--- config.mk ---
export PLATFORM = sky130hd
export DESIGN_NAME = fp_add_align
export DESIGN_NICKNAME = d
export VERILOG_FILES = /design/src/rtl/fp_pkg.sv /design/src/rtl/fp_rshift_sticky.sv /design/src/rtl/fp_add_align.sv
export SDC_FILE = /design/constraint.sdc
export NUM_CORES = 1
export LEC_CHECK = 0
export CAP_MARGIN = 40
export CORE_MARGIN = 8
export CORE_UTILIZATION = 58
export CTS_CLUSTER_DIAMETER = 100
export DETAILED_ROUTE_END_ITERATION = 16
export DONT_BUFFER_PORTS = 1
export HOLD_SLACK_MARGIN = 0.15
export PLACE_DENSITY = 0.72
export SYNTH_ARGS = -nofsm -noshare
export SYNTH_HDL_FRONTEND = slang
export SYNTH_SLANG_ARGS = --single-unit
--- constraint.sdc ---
create_clock -name clk_i -period 2.2 [get_ports clk_i]
set_input_delay 0.44 -clock clk_i [delete_from_list [all_inputs] [get_ports clk_i]]
set_output_delay 0.44 -clock clk_i [all_outputs]
set_load 0.02 [all_outputs]
--- src/rtl/fp_pkg.sv ---
// Shared binary32 field constants, operand classification and stage-1 payload type
// for the adder alignment front end.
package fp_pkg;

    localparam int unsigned EXP_W   = 8;
    localparam int unsigned FRAC_W  = 23;
    localparam int unsigned BIAS    = 127;
    localparam logic [EXP_W-1:0] EXP_MAX = 8'hFF;
    localparam int unsigned GRS_DEF = 3;
    localparam int unsigned SIG_W   = 1 + FRAC_W + GRS_DEF;

    typedef struct packed {
        logic              sign;
        logic [EXP_W-1:0]  exp;
        logic [FRAC_W-1:0] frac;
    } fp32_t;

    typedef enum logic [1:0] {
        ClsFinite,
        ClsZero,
        ClsInf,
        ClsNan
    } fp_cls_e;

    // Stage-1 payload: operands already ordered, shift amount precomputed.
    typedef struct packed {
        logic              sign_l;
        logic              eff_sub;
        logic [EXP_W-1:0]  exp_l;
        logic [EXP_W-1:0]  shamt;
        logic [FRAC_W:0]   sig_l;
        logic [FRAC_W:0]   sig_s;
        logic              nan;
        logic              inf;
        logic              zero;
    } align_s1_t;

    // Denormals count as zero unless denormal support is enabled.
    function automatic fp_cls_e fp_classify(input fp32_t x, input logic denorm_en);
        fp_cls_e cls;
        if (x.exp == EXP_MAX) begin
            cls = (x.frac != '0) ? ClsNan : ClsInf;
        end else if (x.exp == '0) begin
            cls = ((x.frac == '0) || !denorm_en) ? ClsZero : ClsFinite;
        end else begin
            cls = ClsFinite;
        end
        return cls;
    endfunction

endpackage

--- src/rtl/fp_rshift_sticky.sv ---
// Barrel right shift with sticky collection: every bit shifted out is ORed into bit 0.
// Amounts at or beyond the width leave only the sticky bit.
module fp_rshift_sticky #(
    parameter int unsigned Width = 27,
    parameter int unsigned AmtW  = 8
) (
    input  logic [Width-1:0] data_i,
    input  logic [AmtW-1:0]  amt_i,
    output logic [Width-1:0] data_o
);

    localparam logic [Width-1:0] Ones = '1;

    logic [Width-1:0] cur;
    logic             sticky;

    always_comb begin
        cur    = data_i;
        sticky = 1'b0;
        if (32'(amt_i) >= Width) begin
            cur    = '0;
            sticky = |data_i;
        end else begin
            // Log stages; each collects the bits it is about to drop.
            for (int k = 0; k < AmtW; k++) begin
                if (amt_i[k]) begin
                    sticky = sticky | (|(cur & ~(Ones << (1 << k))));
                    cur    = cur >> (1 << k);
                end
            end
        end
        data_o = {cur[Width-1:1], cur[0] | sticky};
    end

endmodule

--- src/rtl/fp_add_align.sv ---
// Two-stage binary32 adder front end: unpack/order/classify, then align the smaller
// significand with GRS capture. Define FP_ALIGN_DENORM_EN to keep denormals instead of
// flushing them to signed zero.
module fp_add_align
    import fp_pkg::*;
#(
    parameter int unsigned GRS_W = 3
) (
    input  logic                      clk_i,
    input  logic                      rst_ni,
    input  logic                      in_valid_i,
    output logic                      in_ready_o,
    input  logic [31:0]               a_i,
    input  logic [31:0]               b_i,
    output logic                      out_valid_o,
    input  logic                      out_ready_i,
    output logic                      sign_l_o,
    output logic                      eff_sub_o,
    output logic [EXP_W-1:0]          exp_r_o,
    output logic [FRAC_W+GRS_W:0]     mant_l_o,
    output logic [FRAC_W+GRS_W:0]     mant_s_o,
    output logic                      is_nan_o,
    output logic                      is_inf_o,
    output logic                      is_zero_o
);

    localparam int unsigned SigW = 1 + FRAC_W + GRS_W;

`ifdef FP_ALIGN_DENORM_EN
    localparam logic DenormEn = 1'b1;
`else
    localparam logic DenormEn = 1'b0;
`endif

    // Handshake
    logic s1_v_q, s1_v_d, s2_v_q, s2_v_d;
    logic s1_adv, s2_adv;

    assign s2_adv = !s2_v_q || out_ready_i;
    assign s1_adv = !s1_v_q || s2_adv;

    always_comb begin
        s1_v_d = s1_adv ? in_valid_i : s1_v_q;
        s2_v_d = s2_adv ? s1_v_q : s2_v_q;
    end

    // Stage 1: unpack, classify, order by magnitude
    fp32_t            a_op, b_op, l_op, s_op;
    fp_cls_e          a_cls, b_cls;
    logic [EXP_W-1:0] a_eexp, b_eexp, l_eexp, s_eexp;
    logic             a_larger;
    align_s1_t        s1_d, s1_q;

    always_comb begin
        a_op   = fp32_t'(a_i);
        b_op   = fp32_t'(b_i);
        a_cls  = fp_classify(a_op, DenormEn);
        b_cls  = fp_classify(b_op, DenormEn);
        a_eexp = a_op.exp;
        b_eexp = b_op.exp;

        // Denormals either align as exponent 1 or are flushed before the compare.
        if (a_op.exp == '0) begin
            if (DenormEn) begin
                a_eexp = 8'd1;
            end else begin
                a_op.frac = '0;
            end
        end
        if (b_op.exp == '0) begin
            if (DenormEn) begin
                b_eexp = 8'd1;
            end else begin
                b_op.frac = '0;
            end
        end

        a_larger = {a_op.exp, a_op.frac} >= {b_op.exp, b_op.frac};
        l_op     = a_larger ? a_op : b_op;
        s_op     = a_larger ? b_op : a_op;
        l_eexp   = a_larger ? a_eexp : b_eexp;
        s_eexp   = a_larger ? b_eexp : a_eexp;

        s1_d         = '0;
        s1_d.eff_sub = a_op.sign ^ b_op.sign;
        s1_d.sign_l  = l_op.sign;
        s1_d.exp_l   = l_op.exp;
        s1_d.nan     = (a_cls == ClsNan) || (b_cls == ClsNan) ||
                       ((a_cls == ClsInf) && (b_cls == ClsInf) && s1_d.eff_sub);
        s1_d.inf     = !s1_d.nan && ((a_cls == ClsInf) || (b_cls == ClsInf));
        s1_d.zero    = (a_cls == ClsZero) && (b_cls == ClsZero);

        // Specials leave significands and shift at zero so stage 2 emits zeros.
        if (s1_d.inf) begin
            s1_d.sign_l = (a_cls == ClsInf) ? a_op.sign : b_op.sign;
        end else if (s1_d.zero) begin
            s1_d.sign_l = a_op.sign & b_op.sign;
        end else if (!s1_d.nan) begin
            s1_d.shamt = l_eexp - s_eexp;
            s1_d.sig_l = {l_op.exp != '0, l_op.frac};
            s1_d.sig_s = {s_op.exp != '0, s_op.frac};
        end
    end

    always_ff @(posedge clk_i or negedge rst_ni) begin
        if (!rst_ni) begin
            s1_v_q <= 1'b0;
            s1_q   <= '0;
        end else begin
            s1_v_q <= s1_v_d;
            if (s1_adv && in_valid_i) begin
                s1_q <= s1_d;
            end
        end
    end

    // Stage 2: align the smaller significand
    logic [SigW-1:0] shifted;

    fp_rshift_sticky #(
        .Width (SigW),
        .AmtW  (EXP_W)
    ) u_rshift (
        .data_i ({s1_q.sig_s, {GRS_W{1'b0}}}),
        .amt_i  (s1_q.shamt),
        .data_o (shifted)
    );

    logic             sign_l_q, sign_l_d;
    logic             eff_sub_q, eff_sub_d;
    logic [EXP_W-1:0] exp_r_q, exp_r_d;
    logic [SigW-1:0]  mant_l_q, mant_l_d;
    logic [SigW-1:0]  mant_s_q, mant_s_d;
    logic             nan_q, nan_d, inf_q, inf_d, zero_q, zero_d;

    always_comb begin
        sign_l_d  = s1_q.sign_l;
        eff_sub_d = s1_q.eff_sub;
        exp_r_d   = s1_q.exp_l;
        mant_l_d  = {s1_q.sig_l, {GRS_W{1'b0}}};
        mant_s_d  = shifted;
        nan_d     = s1_q.nan;
        inf_d     = s1_q.inf;
        zero_d    = s1_q.zero;
    end

    always_ff @(posedge clk_i or negedge rst_ni) begin
        if (!rst_ni) begin
            s2_v_q    <= 1'b0;
            sign_l_q  <= 1'b0;
            eff_sub_q <= 1'b0;
            exp_r_q   <= '0;
            mant_l_q  <= '0;
            mant_s_q  <= '0;
            nan_q     <= 1'b0;
            inf_q     <= 1'b0;
            zero_q    <= 1'b0;
        end else begin
            s2_v_q <= s2_v_d;
            if (s2_adv && s1_v_q) begin
                sign_l_q  <= sign_l_d;
                eff_sub_q <= eff_sub_d;
                exp_r_q   <= exp_r_d;
                mant_l_q  <= mant_l_d;
                mant_s_q  <= mant_s_d;
                nan_q     <= nan_d;
                inf_q     <= inf_d;
                zero_q    <= zero_d;
            end
        end
    end

    assign in_ready_o  = s1_adv;
    assign out_valid_o = s2_v_q;
    assign sign_l_o    = sign_l_q;
    assign eff_sub_o   = eff_sub_q;
    assign exp_r_o     = exp_r_q;
    assign mant_l_o    = mant_l_q;
    assign mant_s_o    = mant_s_q;
    assign is_nan_o    = nan_q;
    assign is_inf_o    = inf_q;
    assign is_zero_o   = zero_q;

endmodule
# Word-level counts from Yosys, hierarchy flattened
# Cells that the tools add are included.
# word_totals
inputBits	68
reg_bits	135
elab_cells	117
# classes
eq_ne	8
bitwise	10
magnitude_cmp	2
n_reduce_logical	28
n_addsub	1
n_mux	49
# op_table
op	n
27-bit two-way mux	16
56-bit two-way mux	3
27-bit OR reduction	3
23-bit two-way mux	2
23-bit nonzero test	2
32-bit two-way mux	1
31-bit greater-or-equal comparator	1
31-bit two-way mux	1
24-bit OR reduction	1
1-bit two-way mux	22
8-bit equality test, second input constant	2
8-bit logical NOT	2
8-bit two-way mux	2
8-bit nonzero test	2
16-bit OR reduction	1
2-bit equality test, second input constant	4
8-bit by 5-bit greater-or-equal comparator with 1-bit output, second input constant	1
1-bit bitwise OR	8
8-bit OR reduction	1
8-bit subtractor	1
1-bit logical AND	6
1-bit logical OR	5
2-bit by 1-bit equality test with 1-bit output, second input constant	2
2-bit two-way mux	2
other kinds (5)	7

# Longest topological paths before layout
# logic_depth
word_depth	25
mapped_depth	17
depth_no_buf	15

# By module
# From an unflattened synthesis, not the netlist that was laid out.
# hier_totals
cells_unflattened	898
hier_area_um2	8954.8
# modules_own_cells
module	seq_area_each_um2	instances	area_each_um2	cells_per_inst
fp_add_align	3378.2	1	7041.8	698
fp_rshift_sticky	0.0	1	1913.1	200

# Least setup slack after synthesis
# OpenSTA, ideal clock, no wires.
# synth_path
kind	input -> register
start	input a_i[29]
end	register s1_q[57] in the netlist's numbering
path_stages	17
path_slack_ps	-1455
path_buffers	2
t_arrival_ps	3525
required_time_ps	2071
path_cell_list	nor4_1 > nand2_1 > clkbuf_1 > and2_1 > ha_1 > a41oi_1 > o21ai_0 > a211oi_2 > o211ai_2 > a21o_1 > buf_6 > a22oi_4 > ha_1 > a211oi_2 > o221a_4 > a221oi_1 > nand2_1
# synth_between
elab_chain_cells	10
# synth_lines
item	line_no	text
start, declared	fp_add_align.sv:13	input logic [31:0] a_i,
branches (longest 9 deep; another with 31-bit greater-or-equal comparator)	n/a	
56-bit two-way mux *	fp_add_align.sv:94	if (s1_d.inf) begin
end signal, assigned	fp_add_align.sv:108	s1_q <= '0;
end signal, assigned	fp_add_align.sv:112	s1_q <= s1_d;
end, declared	fp_add_align.sv:52	align_s1_t s1_d, s1_q;
# Mark *: on every way between the ends.
# A chain may end at the register's enable or synchronous reset.

# Final worst setup path
# layout_path
start	input a_i[29]
end	register s1_q[58] in the netlist's numbering
# The elaborated chain is that of the path after synthesis.

==> flow_summary.ini <==
[synth]
synth-seq-cells = 135
async_reset_ff_share_pct = 100.0
seq_area_frac_synth_pct = 39.81
yosysWarningCount = 0
yosysTopAreaCell = dfrtp_1
synth_top_area_share_pct = 39.81
synthFlopType = dfrtp_1
synth_cells = 869
synth.top_cells.by_area = dfrtp_1 40%, nand2_1 7.1%, a22o_1 6.8%
syn_avg_cell_area_um2 = 9.765
synth_area_um2 = 8486
synth-edff-count = 0
yosysUniqueCellTypes = 65

[run_status]
outcome = complete, but fails checks
violations = negative hold slack, negative setup slack

[floorplan]
die_area_um2 = 18760
initial_utilization_pct = 58.83
die_h_um = 137.0
core_um2 = 14420
die_w_um = 137.0
ioPinCount = 137
num_rows = 44

[sta]
tightest_slew_ns = 0.7093
max-slew-margin-rel_pct = 52.28
worst_hold_slack_ns = -0.3105
period_share_pct = 156.5
setup_viol = 73
hold_violations = 135
drv_slew = 0
tns_ns = -57.62
postLayoutSetupSlackWorst_ns = -1.242
fin_crit_ns = 3.442
fin_skew_ns = 0.006431
clock.fmax_mhz = 290.5
grt_setup_unrepaired = yes

[critical_path]
cp-end-kind = register
crit_chain = nor4_4, nand2_4, buf_6, and2_1, ha_4, nand4_1, o31ai_4, buf_4, buf_6, a2111o_1, o21ai_4, a2111oi_0, a221oi_2, o211ai_1
r2r_slack_ns = -0.59
crit_start = a_i[29]
required_ns = 2.56
worstSetupStartpointType = input port
worst-setup-path-type = input port to register
crit_path_top_delay_cell = a2111oi_0
worst-path-max-fanout = 7
cp_num_buf_inv = 3
cp_top_family = compound AO/OA/AOI/OAI gates
reg2reg_depth = 11
critPathMaxStageDelay_ns = 0.67
cp_common_cell = buf_6
timing.rr.end = mant_s_o[0]
arrival_ns = 3.80
r2r_start = s1_q[51]

[clock_tree]
cts-root-buf = clkbuf_16
hold_buffers = 1
clk_pin_slew_ns = 0.06
numCtsBuffers = 17
clk_path_buf_depth = 2
htree_levels = 4
cts_num_sinks = 135
insertion_delay_ns = 0.44
cts_tree = built

[global_routing]
grt_start_max_net_pins = 136
grt_overflow = 0
grt_usage_pct = 32.90
antenna_found_initial = 0
grt_pass1_vias = 8890
grt_pass1_wl_um = 47690

[routing]
first_pass_iters = 5
drtIter0Drc = 908
antenna_left = 0
viasPerCell = 6.835
drc = 0
wirelength_um = 33740
wl_per_cell_um = 26.46
vias = 8715

[pwr]
clkPwrFrac_pct = 23.4
sw_frac_of_total_pct = 38.21
pwr_density_cell_nw_per_um2 = 924.9
p_sw_mw = 4.468
leakage_nw = 5.651
p_seq_share_pct = 31.8
intPower_mw = 7.224
p_comb_share_pct = 44.8
power_mw = 11.69
ir_drop_uv = 1036

[place]
dp_hpwl_um = 19580
place_inst = 1188
place.gp.congestion = 0.9315
portBuffers = 0

[final_layout]
areaGrowthSynthToFinish_pct = 48.98
layout_common_cells = 188 x buf_4, 135 x dfrtp_1, 91 x nand2_1, 66 x a22o_1, 48 x nand2_2
multiInputGateArea_um2 = 6051
final_nets = 1179
layout_commonest_cell = buf_4
drive_gt1_share_pct = 52.06
seq_area_um2 = 3378
fillers = 654
n_antenna_cell = 0
layout.cells.non_filler = 1275

[run]
cap_violations = 0

[hold_path]
worstHoldPathType = input port to asynchronous set/reset pin
==> cell usage after synthesis (11+ instances only) <==
| master | number |
|---|---|
| a21oi_1 | 26 |
| nor2_1 | 23 |
| and2_1 | 25 |
| clkbuf_1 | 34 |
| nor4_1 | 21 |
| o21ai_0 | 80 |
| buf_2 | 11 |
| inv_1 | 17 |
| mux2_2 | 45 |
| nand2_1 | 160 |
| mux4_2 | 16 |
| ha_1 | 33 |
| o22ai_1 | 12 |
| nand4_1 | 12 |
| a22o_1 | 66 |
| mux2i_1 | 43 |
| dfrtp_1 | 135 |
==> what timing repair did <==
action,in CTS,in global routing
setup buffers,45,23
hold endpoints to repair,136,135
gates cloned,8,2
pin swaps,49,55
gates resized for setup,212,165
endpoints found under the setup margin,74,79
==> metrics by stage <==
step / instance area [µm²] / hold WS [ns] / setup WS (ns) / util, %
after global placement: 10210 / 0.1483 / -1.477 / 70.82
final: 12640 / -0.3105 / -1.242 / 87.65
after global routing: 12640 / -0.3266 / -1.343 / 87.65
after detailed placement: 10210 / 0.1487 / -1.557 / 70.82
after CTS: 12050 / -0.3094 / -0.9375 / 83.57
after floorplan: 8765 / 0.1444 / -1.125 / -
==> kinds of logic (layout without fill, tap and decap cells) <==
family,Yosys count,after routing,synth area share (%)
adders and majority gates,33,33,4.866
and+or+nand+nor,280,280,15.76
muxes,104,104,15.29
AOI/OAI and AO/OA,235,235,19.73
DFF,135,135,39.81
other,1,3,0.04419
buffers and inverters,78,298,4.188
xor gates and xnor gates,3,3,0.3097
==> power by group through the flow <==
stage | Clock (mW) | Sequential (mW) | Combinational [mW]
floorplan | 0 | 3.59 | 2.16
global placement | 0 | 3.71 | 3.57
detailed placement | 0 | 3.74 | 3.65
CTS | 2.73 | 3.71 | 4.67
global route | 2.85 | 3.77 | 5.50
finish | 2.74 | 3.72 | 5.24
==> flip-flops by register name, indices dropped and copies added, names as in the netlist, 8 cells and up <==
signal	count
exp_r_d	8
exp_r_o	8
mant_l_d	24
mant_l_o	24
mant_s_o	27
s1_q	32
==> worst max path at each step <==
stage               end  depth (start not counted)
2_1_floorplan  s1_q[57]                         17
5_1_grt        s1_q[58]                         15
3_5_place_dp   s1_q[57]                         15
3_3_place_gp   s1_q[57]                         15
4_1_cts        s1_q[57]                         17
6_report       s1_q[58]                         14
==> cell type report <==
type                            instances  share of cell area (%)
Tap cell                              184                   1.821
Clock buffer                           19                   3.504
Inverter                               17                  0.5048
Clock inverter                         13                  0.9105
Timing Repair Buffer                  249                   18.68
Multi-Input combinational cell        658                   47.86
Sequential cell                       135                   26.72
==> worst register-to-register path, cell delays in order, from the launching register on <==
cell and delay, ns:
dfrtp_1 0.41, buf_12 0.15, buf_8 0.13, buf_6 0.10
mux4_2 0.56, mux2i_4 0.22, o22ai_2 0.11, nor2_2 0.13
nand3_1 0.12, o41ai_2 0.38, nand3_1 0.16, a22o_1 0.20
==> per-layer routing <==
metal,track usage [%],share of wire (%)
met5,0,0
met4,22.45,6.2
met3,10.43,11
met2,53.48,48
met1,36.26,35
Note: power is estimated with default switching activity, not from simulation.
